**src/rtl/mult_div_unit_pkg.sv**
```systemverilog
// Shared definitions for the iterative multiply/divide unit: op encodings,
// FSM states and the iteration-counter width helper.
package mult_div_unit_pkg;

  localparam logic [2:0] OpMult  = 3'b000;
  localparam logic [2:0] OpMultu = 3'b001;
  localparam logic [2:0] OpDiv   = 3'b010;
  localparam logic [2:0] OpDivu  = 3'b011;
  localparam logic [2:0] OpMthi  = 3'b100;
  localparam logic [2:0] OpMtlo  = 3'b101;

  typedef enum logic [1:0] {
    StIdle,
    StCalc,
    StFix
  } state_e;

  // Counter must be able to hold the value WIDTH itself.
  function automatic int unsigned iter_w(input int unsigned width);
    return $clog2(width + 1);
  endfunction

endpackage

```
**src/rtl/mult_div_unit_iter.sv**
```systemverilog
// One radix-2 iteration: shift-add for multiply, restoring shift-subtract
// for divide. Purely combinational.
module mdu_iter_step #(
  parameter int unsigned WIDTH = 32
) (
  input  logic               is_div,
  input  logic [2*WIDTH-1:0] acc,
  input  logic [WIDTH-1:0]   opnd,
  output logic [2*WIDTH-1:0] acc_next,
  output logic               q_bit
);

  logic [WIDTH:0] sum;
  logic [WIDTH:0] rem_sh;
  logic [WIDTH:0] diff;

  always_comb begin
    // Multiply: acc = {partial product, remaining multiplier bits}.
    sum    = {1'b0, acc[2*WIDTH-1:WIDTH]} + (acc[0] ? {1'b0, opnd} : '0);
    // Divide: acc = {remainder, dividend bits then quotient bits}.
    rem_sh = acc[2*WIDTH-1:WIDTH-1];
    diff   = rem_sh - {1'b0, opnd};
    q_bit  = 1'b0;
    if (is_div) begin
      q_bit    = ~diff[WIDTH];
      acc_next = {(q_bit ? diff[WIDTH-1:0] : rem_sh[WIDTH-1:0]), acc[WIDTH-2:0], q_bit};
    end else begin
      acc_next = {sum, acc[WIDTH-1:1]};
    end
  end

endmodule

```
**src/rtl/mult_div_unit.sv**
```systemverilog
// Iterative multiply/divide unit owning HI/LO; WIDTH iterations plus one
// sign-fix cycle behind a start/busy/done handshake.
module mult_div_unit
  import mult_div_unit_pkg::*;
#(
  parameter int unsigned WIDTH = 32
) (
  input  logic             clk,
  input  logic             rst,
  input  logic             start,
  input  logic [2:0]       op,
  input  logic [WIDTH-1:0] OperandA,
  input  logic [WIDTH-1:0] OperandB,
  output logic             busy,
  output logic             done,
  output logic             div_by_zero,
  output logic [WIDTH-1:0] HI,
  output logic [WIDTH-1:0] LO
);

  localparam int unsigned       IterW    = iter_w(WIDTH);
  localparam logic [IterW-1:0]  LastIter = IterW'(WIDTH - 1);

  state_e             state_q;
  logic [IterW-1:0]   cnt_q;
  logic [2*WIDTH-1:0] acc_q;
  logic [2*WIDTH-1:0] acc_next;
  logic               q_bit;
  logic [WIDTH-1:0]   opa_q;
  logic [WIDTH-1:0]   opb_q;
  logic               is_div_q;
  logic               neg_q;
  logic               neg_rem_q;
  logic               dz_q;

  logic               is_arith;
  logic               is_signed;
  logic               sign_a;
  logic               sign_b;
  logic [WIDTH-1:0]   abs_a;
  logic [WIDTH-1:0]   abs_b;

  logic [2*WIDTH-1:0] prod;
  logic [WIDTH-1:0]   quo;
  logic [WIDTH-1:0]   rmd;
  logic [WIDTH-1:0]   raw_a;

  mdu_iter_step #(
    .WIDTH(WIDTH)
  ) u_step (
    .is_div  (is_div_q),
    .acc     (acc_q),
    .opnd    (opb_q),
    .acc_next(acc_next),
    .q_bit   (q_bit)
  );

  always_comb begin
    is_arith  = ~op[2];
    is_signed = ~op[0];
    sign_a    = is_signed & OperandA[WIDTH-1];
    sign_b    = is_signed & OperandB[WIDTH-1];
    abs_a     = sign_a ? -OperandA : OperandA;
    abs_b     = sign_b ? -OperandB : OperandB;
  end

  always_comb begin
    prod  = neg_q ? -acc_q : acc_q;
    quo   = neg_q ? -acc_q[WIDTH-1:0] : acc_q[WIDTH-1:0];
    rmd   = neg_rem_q ? -acc_q[2*WIDTH-1:WIDTH] : acc_q[2*WIDTH-1:WIDTH];
    // Reconstructs the dividend exactly as presented, most-negative included.
    raw_a = neg_rem_q ? -opa_q : opa_q;
  end

  always_ff @(posedge clk) begin
    if (rst) begin
      state_q     <= StIdle;
      cnt_q       <= '0;
      acc_q       <= '0;
      opa_q       <= '0;
      opb_q       <= '0;
      is_div_q    <= 1'b0;
      neg_q       <= 1'b0;
      neg_rem_q   <= 1'b0;
      dz_q        <= 1'b0;
      busy        <= 1'b0;
      done        <= 1'b0;
      div_by_zero <= 1'b0;
      HI          <= '0;
      LO          <= '0;
    end else begin
      done        <= 1'b0;
      div_by_zero <= 1'b0;
      case (state_q)
        StIdle: begin
          if (start) begin
            if (is_arith) begin
              opa_q     <= abs_a;
              opb_q     <= abs_b;
              acc_q     <= {{WIDTH{1'b0}}, abs_a};
              is_div_q  <= op[1];
              neg_q     <= sign_a ^ sign_b;
              neg_rem_q <= sign_a;
              dz_q      <= op[1] & (OperandB == '0);
              cnt_q     <= '0;
              busy      <= 1'b1;
              state_q   <= StCalc;
            end else if (op == OpMthi) begin
              HI   <= OperandA;
              done <= 1'b1;
            end else if (op == OpMtlo) begin
              LO   <= OperandA;
              done <= 1'b1;
            end
          end
        end
        StCalc: begin
          acc_q <= acc_next;
          cnt_q <= cnt_q + 1'b1;
          if (cnt_q == LastIter) begin
            state_q <= StFix;
          end
        end
        StFix: begin
          if (!is_div_q) begin
            HI <= prod[2*WIDTH-1:WIDTH];
            LO <= prod[WIDTH-1:0];
          end else if (dz_q) begin
            HI          <= raw_a;
            LO          <= '1;
            div_by_zero <= 1'b1;
          end else begin
            HI <= rmd;
            LO <= quo;
          end
          done    <= 1'b1;
          busy    <= 1'b0;
          state_q <= StIdle;
        end
        default: state_q <= StIdle;
      endcase
    end
  end

endmodule
```
**config.mk**
```make
export PLATFORM = sky130hd
export DESIGN_NAME = mult_div_unit
export DESIGN_NICKNAME = d
export VERILOG_FILES = /design/src/rtl/mult_div_unit_pkg.sv /design/src/rtl/mult_div_unit_iter.sv /design/src/rtl/mult_div_unit.sv
export SDC_FILE = /design/constraint.sdc
export NUM_CORES = 1
export LEC_CHECK = 0
export BUFFER_PORTS_ARGS = -buffer_cell sky130_fd_sc_hd__buf_2
export CAP_MARGIN = 20
export CORE_MARGIN = 1.5
export CORE_UTILIZATION = 45
export DETAILED_ROUTE_END_ITERATION = 7
export PLACE_DENSITY_LB_ADDON = 0.08
export SLEW_MARGIN = 20
export SYNTH_ARGS = -nofsm -noshare
export SYNTH_HDL_FRONTEND = slang
export SYNTH_SLANG_ARGS = --single-unit
```
**constraint.sdc**
```tcl
create_clock -name clk -period 4.05 [get_ports clk]
set_input_delay 0.81 -clock clk [delete_from_list [all_inputs] [get_ports clk]]
set_output_delay 0.81 -clock clk [all_outputs]
set_load 0.01 [all_outputs]
```
==> metrics.cfg, run 1 <==
[logic_synthesis]
synthArstFlopShare_pct=0
ys_top_cells_by_area=dfxtp_1 (25%), a21oi_1 (7.8%), xnor2_1 (6.3%), nand2_1 (5.5%), ha_1 (5.4%)
ys_seq_area_share_pct=25.4
ys.warnings.count=0
syn_avg_cell_area_um2=7.32
syn_nets=2371
synth_top_area_share_pct=25.4
synth_edf_count=0
synth.distinct_cells=70
synth-seq-cells=207
synth_largest_area_cell=dfxtp_1
synth_flop_cell=dfxtp_1
synth_area_mm2=0.0163
synth_cells=2229

[cells_and_area]
postLayoutCoreUtil_pct=51.4
drive_above_1_share_pct=11.9
fillers=3631
multi_input_area_mm2=0.0114
regArea_mm2=0.00415
area_growth_pct=12.3
nets=2423

[floorplanning]
start_util_pct=45.8
fp.dieH_um=193
core_area_mm2=0.0357
io_pins=137
num_rows=69
die_area_mm2=0.0374
fp.dieW_um=193

[worst_setup_path]
slowest_delay_ns=0.62
path_buf_inv=0
crit_arrival_ns=4.17
path_cells=or4_1 -> nor3b_1 -> nor4bb_2 -> nand2b_1 -> nand2b_1 -> o41ai_1 -> a21oi_1 -> a21oi_1 -> o22ai_1
r2r_start=acc_q[14]
startpoint_type=register
rrSetupSlack_ns=0.30
crit_type=reg -> reg
r2r_end=HI[22]
critPathTopFamily=simple AND/OR/NAND/NOR gates
critPathSlowestCell=nor4bb_2
reg2reg_depth=9
crit_fanout=13
cp.required_ns=4.47
end_kind=register

[sta]
max_freq_ghz=0.267
relSlewSlack_pct=43.2
rsz0062_at_grt=false
tns_ns=0
finalCritPeriodShare_pct=92.5
drv_slew=0
fin_crit_ns=3.75
hold_viol=0
tightest_slew_ns=0.852
setup_viol=0
fin_skew_ns=0.0180

[global_route]
grt_remaining_overflow=0
grt_pass1_vias=15700
busiest_layer=met2
grtUsageMet3_pct=4.60
grt_first_pass_wirelength_um=90100
track_usage_pct=29.9
use_met1_pct=43.3
grt_start_max_net_pins=117
met2_usage_pct=46.0
antenna_found_initial=1

[clock_tree]
clock_sinks=207
cts-root-buf=clkbuf_16
clk_latency_ns=0.57
cts_buffer_depth=3
cts_tree=built
cts.reportedPaths.clkPinSlew_ns=0.06
holdBufCountCts=0
cts_inserted_buffers=26
post_cts_buffers=0
ctsResizeCount=0
htree_num_levels=1

[drt]
wl_um=58000
first_pass_iters=8
drc=16
via_per_inst=6.15
ant_nets=0
vias=17000
wl_per_cell_um=21.0
initialDrtViolationCount=1481

[run_status]
outcome=finished with violations
violations=DRC

[power]
power.total_uw=5930
power.density_mw_per_mm2=324
ir_worst_vdd_v=0.000294
p_leak_uw=0.00715

[hold_path]
worstHoldStart=LO[7]
whs_path_depth=2
hold_end=LO[7]
hold_path.class=reg -> reg

[placed_design]
gp_congestion=0.915
place_hpwl_um=43400
numPortBuffers=136

[run]
maxCapViolCount=0

layout by cell type, fill, tap and decap left out, drive strengths merged, types with 7 or more instances in the layout:
cell type,n
a211oi,47
a21o,30
a21oi,255
a221o,7
a221oi,15
a22oi,15
a311oi,14
a31oi,26
and2,8
and3,22
buf,194
clkbuf,34
dfxtp,207
ha,70
inv,58
mux2,9
mux2i,51
nand2,241
nand2b,28
nand3,35
nand4,16
nor2,226
nor2b,15
nor3,47
nor4,27
o2111ai,7
o211ai,20
o21ai,146
o21bai,13
o221ai,33
o31ai,34
o41ai,22
or2,8
or3,22
or4,15
xnor2,118
xor2,91
power breakdown:
group / switching [uW] / internal (uW) / leakage (uW) / total, uW
registers: 111 / 2120 / 0.00169 / 2230
clock network: 983 / 1450 / 0.000425 / 2430
logic: 802 / 464 / 0.00504 / 1270
total: 1900 / 4040 / 0.00715 / 5930
sequential cells by signal, indices dropped and copies added, names as in the netlist:
signal       flops
opb_q           32
acc_q           64
busy             1
is_div_q         1
opa_q           32
HI              32
neg_rem_q        1
done             1
div_by_zero      1
cnt_q            6
state_q          2
LO              32
neg_q            1
dz_q             1
worst max-delay path by stage:
stage / start / end / slack (ns) / depth (start not counted)
floorplan: acc_q[31] / acc_q[41] / 0.78 / 13
global placement: acc_q[0] / acc_q[61] / 0.29 / 13
detailed placement: acc_q[0] / acc_q[61] / 0.15 / 13
CTS: acc_q[0] / acc_q[61] / 0.12 / 13
global route: acc_q[14] / HI[22] / 0.07 / 9
finish: acc_q[14] / HI[22] / 0.30 / 9
tightest hold or removal path, stage by stage (launching register included):
cell	delay [ns]
dfxtp_1	0.31
nand2_1	0.05
a21oi_1	0.05
cells in the mapped netlist (all sizes together), types with 7 or more instances:
cell type    n
nand4       16
o21bai      13
a21oi      255
mux2i       51
o2111ai      7
and2         8
o211ai      20
nand3       35
o41ai       22
dfxtp      207
o31ai       34
o21ai      146
ha          70
inv         58
xnor2      118
nor2b       15
a211oi      47
or2          8
a221o        7
buf         15
a31oi       26
xor2        91
a21o        30
a311oi      14
nor4        27
o221ai      33
nor3        47
mux2         9
a221oi      15
nor2       226
nand2b      28
a22oi       15
and3        22
or4         15
clkbuf     155
nand2      241
or3         22
final cells by class:
cell class,instances,area share (%)
multi-input cells,1793,62.0
inverters,59,1.21
flip-flops and latches,207,22.6
repair buffers,194,6.26
clock buffers,34,3.99
well taps,461,3.15
diodes,1,0.0137
clock inverters,10,0.771
layer usage:
metal / wire [um] / share of wire (%)
met3: 3840 / 6.6
met2: 24700 / 43
met5: 0 / 0
met4: 1480 / 2.5
met1: 28000 / 48
cells by family (layout without fill, tap and decap cells):
logic type / count (synthesis) / after routing / share of synthesized area (%)
fa+ha+maj: 72 / 72 / 5.61
compound gates: 722 / 722 / 27.9
mux: 61 / 61 / 3.91
buf+inv: 229 / 297 / 5.33
flops: 207 / 207 / 25.4
simple gates: 729 / 729 / 20.7
xor+xnor: 209 / 209 / 11.2
other cells: 0 / 1 / 0
per-stage QoR:
step / hold WS (ns) / worst slack, ns / cell area [um2] / cells
5_1_grt: 0.469 / 0.0703 / 18300 / 2758
3_3_place_gp: 0.440 / 0.285 / 17400 / 2714
6_report: 0.450 / 0.304 / 18300 / 2759
2_1_floorplan: 0.432 / 0.781 / 16300 / 2229
3_5_place_dp: 0.445 / 0.151 / 17400 / 2714
4_1_cts: 0.453 / 0.118 / 18300 / 2758
Note: power is estimated with default switching activity, not from simulation.
==> inputs of run 2 (changes only) <==
--- a/config.mk
+++ b/config.mk
@@ -10,6 +10,7 @@
 export CORE_MARGIN = 1.5
 export CORE_UTILIZATION = 45
 export DETAILED_ROUTE_END_ITERATION = 7
+export GPL_TIMING_DRIVEN = 0
 export PLACE_DENSITY_LB_ADDON = 0.08
 export SLEW_MARGIN = 20
 export SYNTH_ARGS = -nofsm -noshare
==> constraint.sdc (replaced) <==
create_clock -name clk -period 4.05 [get_ports clk]
set_input_delay 0.81 -clock clk [delete_from_list [all_inputs] [get_ports clk]]
set_output_delay 0.81 -clock clk [all_outputs]
set_load 0.02 [all_outputs]
==> run 2 against run 1 <==
Against the previous run:
- the flow still finishes with violations (DRC)
- maximum frequency shrank 7.4%
- global-route usage up 7.3 points
- first-iteration DRC count rose by 45%
- via count increased by 8.1%
- non-clock buffer count grew 112
- cell count rose by 4.2%
- highest routed layer unchanged
- sequential power barely moved
==> metrics.cfg, run 2 (synthesized netlist as in run 1, its figures left out) <==
[run_status]
outcome=finished with violations
violations=DRC

[floorplanning]
die_area_mm2=0.0374  ; unchanged
core_area_mm2=0.0357  ; unchanged
start_util_pct=45.8  ; unchanged
io_pins=137  ; unchanged
fp.dieH_um=193  ; unchanged
num_rows=69  ; unchanged
fp.dieW_um=193  ; unchanged

[drt]
first_pass_iters=7  ; -1
ant_nets=0  ; unchanged
wl_um=71600  ; +23%
wl_per_cell_um=24.9  ; +18%
initialDrtViolationCount=2146  ; +45%
via_per_inst=6.38  ; +3.8%
vias=18300  ; +8.1%
drc=8  ; -8

[worst_setup_path]
slowest_delay_ns=0.47  ; -0.15 ns
startpoint_type=register
r2r_start=acc_q[31]
crit_path_start=acc_q[31]
cp.required_ns=4.50  ; +0.03 ns
path_buf_inv=3  ; +3
path_cells=inv_1 -> ha_1 -> fa_1 -> nand2b_1 -> a21oi_2 -> o211ai_1 -> nand3_1 -> a41oi_1 -> xnor2_2 -> buf_4 -> clkbuf_2 -> o21ai_0 -> o31ai_1 -> a22o_1
crit_fanout=10  ; -3
crit_type=reg -> reg
critPathTopFamily=compound AO/OA/AOI/OAI gates
crit_arrival_ns=4.50  ; +0.33 ns
end_kind=register
critPathSlowestCell=dfxtp_2

[global_route]
grt_start_max_net_pins=14  ; -88%
track_usage_pct=37.3  ; +7.3 points
met2_usage_pct=53.3  ; +7.3 points
grt_pass1_vias=17000  ; +7.9%
grtUsageMet3_pct=8.68  ; +4.1 points
use_met1_pct=55.3  ; +12 points
grt_first_pass_wirelength_um=107000  ; +18%
busiest_layer=met1
antenna_found_initial=0  ; -1
grt_remaining_overflow=0  ; unchanged

[sta]
max_freq_ghz=0.247  ; -7.4%
relSlewSlack_pct=23.5  ; -20 points
rsz0062_at_grt=true
hold_viol=0  ; unchanged
drv_slew=0  ; unchanged
fin_skew_ns=0.0409  ; +0.0229 ns
setup_viol=0  ; unchanged
fin_crit_ns=4.05  ; +0.301 ns
tightest_slew_ns=1.13  ; +0.279 ns
finalCritPeriodShare_pct=99.9  ; +7.4 points
whs_ns=0.448  ; -0.00119 ns

[power]
ir_worst_vdd_v=0.000278  ; -5.3%
p_leak_uw=0.00710  ; -0.70%
power.density_mw_per_mm2=327  ; +1.2%
switching_share_pct=34.3  ; +2.3 points
pwr-share-clk_pct=40.4  ; -0.6 points
p_sw_uw=2080  ; +9.9%
p_int_uw=4000  ; -0.98%
comb_power_share_pct=23.3  ; +2.0 points
power.total_uw=6080  ; +2.5%
pwr-share-seq_pct=36.3  ; -1.3 points

[hold_path]
worstHoldStart=LO[22]
hold_path.class=reg -> reg

[cells_and_area]
area_growth_pct=13.7
nets=2535  ; +4.6%
regMostFlops=acc_q
fillers=3618  ; -0.36%
num_antenna_cells=0  ; -1
drive_above_1_share_pct=9.61  ; -2.3 points
stdcell_count=2874  ; +4.2%
final_common_cell=a21oi_1
postLayoutCoreUtil_pct=52.1  ; +0.66 points
largest_reg_flops=64  ; unchanged
mostFrequentLayoutCells=a21oi_1 (252), nand2_1 (241), nor2_1 (225), dfxtp_1 (204), clkbuf_1 (153)

[clock_tree]
clk_latency_ns=0.59  ; +0.02 ns
cts_buffer_depth=3  ; unchanged
cts.reportedPaths.clkPinSlew_ns=0.07  ; about the same
clock_sinks=207  ; unchanged
cts_inserted_buffers=26  ; unchanged
cts_tree=built
htree_num_levels=1  ; unchanged
cts-root-buf=clkbuf_16

[placed_design]
gp_congestion=0.988  ; +8.0%
place_hpwl_um=56000  ; +29%
dpl.cell_count=2823  ; +4.0%
numPortBuffers=133  ; -2.2%

[run]
maxCapViolCount=0  ; unchanged

## run 2: changes by cell type in the layout (fill, tap and decap cells not counted), sizes merged
cell	previous run	this run
clkbuf	34	191
buf	194	151
clkinv	6	8
bufinv	3	2
diode	1	0
inv	58	59
## run 2: worst paths after layout
kind                     to  slack [ns]  cells past startpoint
setup / recovery  acc_q[59]       0.004                     14
setup reg to reg  acc_q[59]       0.004                     14
hold / removal       LO[22]        0.45                      2
hold reg to reg      LO[22]        0.45                      2
## run 2: timing repair
action                     CTS  global route
hold buffers                 0             0
buffers inserted             3             0
setup endpoints to repair   36            41
pin swaps                    1             0
gates cloned                 0             0
resized for setup            9            16
## run 2: power by group through the flow
stage          sequential, uW  combinational (uW)  clock (uW)
5_1_grt                  2220                1510        2540
4_1_cts                  2200                1350        2470
3_5_place_dp             2250                1340           0
3_3_place_gp             2250                1330           0
2_1_floorplan            2240                 853           0
6_report                 2210                1420        2460
## run 2: worst min-delay path, cell delays in order (launching register included)
cell and delay (ns):
dfxtp_1 0.30, nand2_1 0.05, a21oi_1 0.05
## run 2: layer usage
metal | routed length, um | vias to the layer above
li1 | - | 8410
met1 | 32800 | 8792
met2 | 28700 | 999
met3 | 8030 | 130
met4 | 2070 | 0
met5 | 0 | -
## run 2: final cells by class
cell class,count,area (um2),area share [%]
multi-input combinational,1793,11400,61.4
sequential,207,4150,22.3
clock buffer,36,748,4.03
timing repair buffer,136,688,3.71
buffer,170,657,3.54
tap,461,577,3.11
inverter,59,221,1.19
clock inverter,12,130,0.701
## run 2: metrics by stage
step,area (um2),setup slack (ns),TNS [ns]
final,18600,0.00359,0
after detailed placement,17600,-0.891,-20.90
after CTS,18500,0.00507,0
after global placement,17600,-0.809,-19.27
after global routing,18600,-0.0339,-0.0660
after floorplan,16300,0.781,0
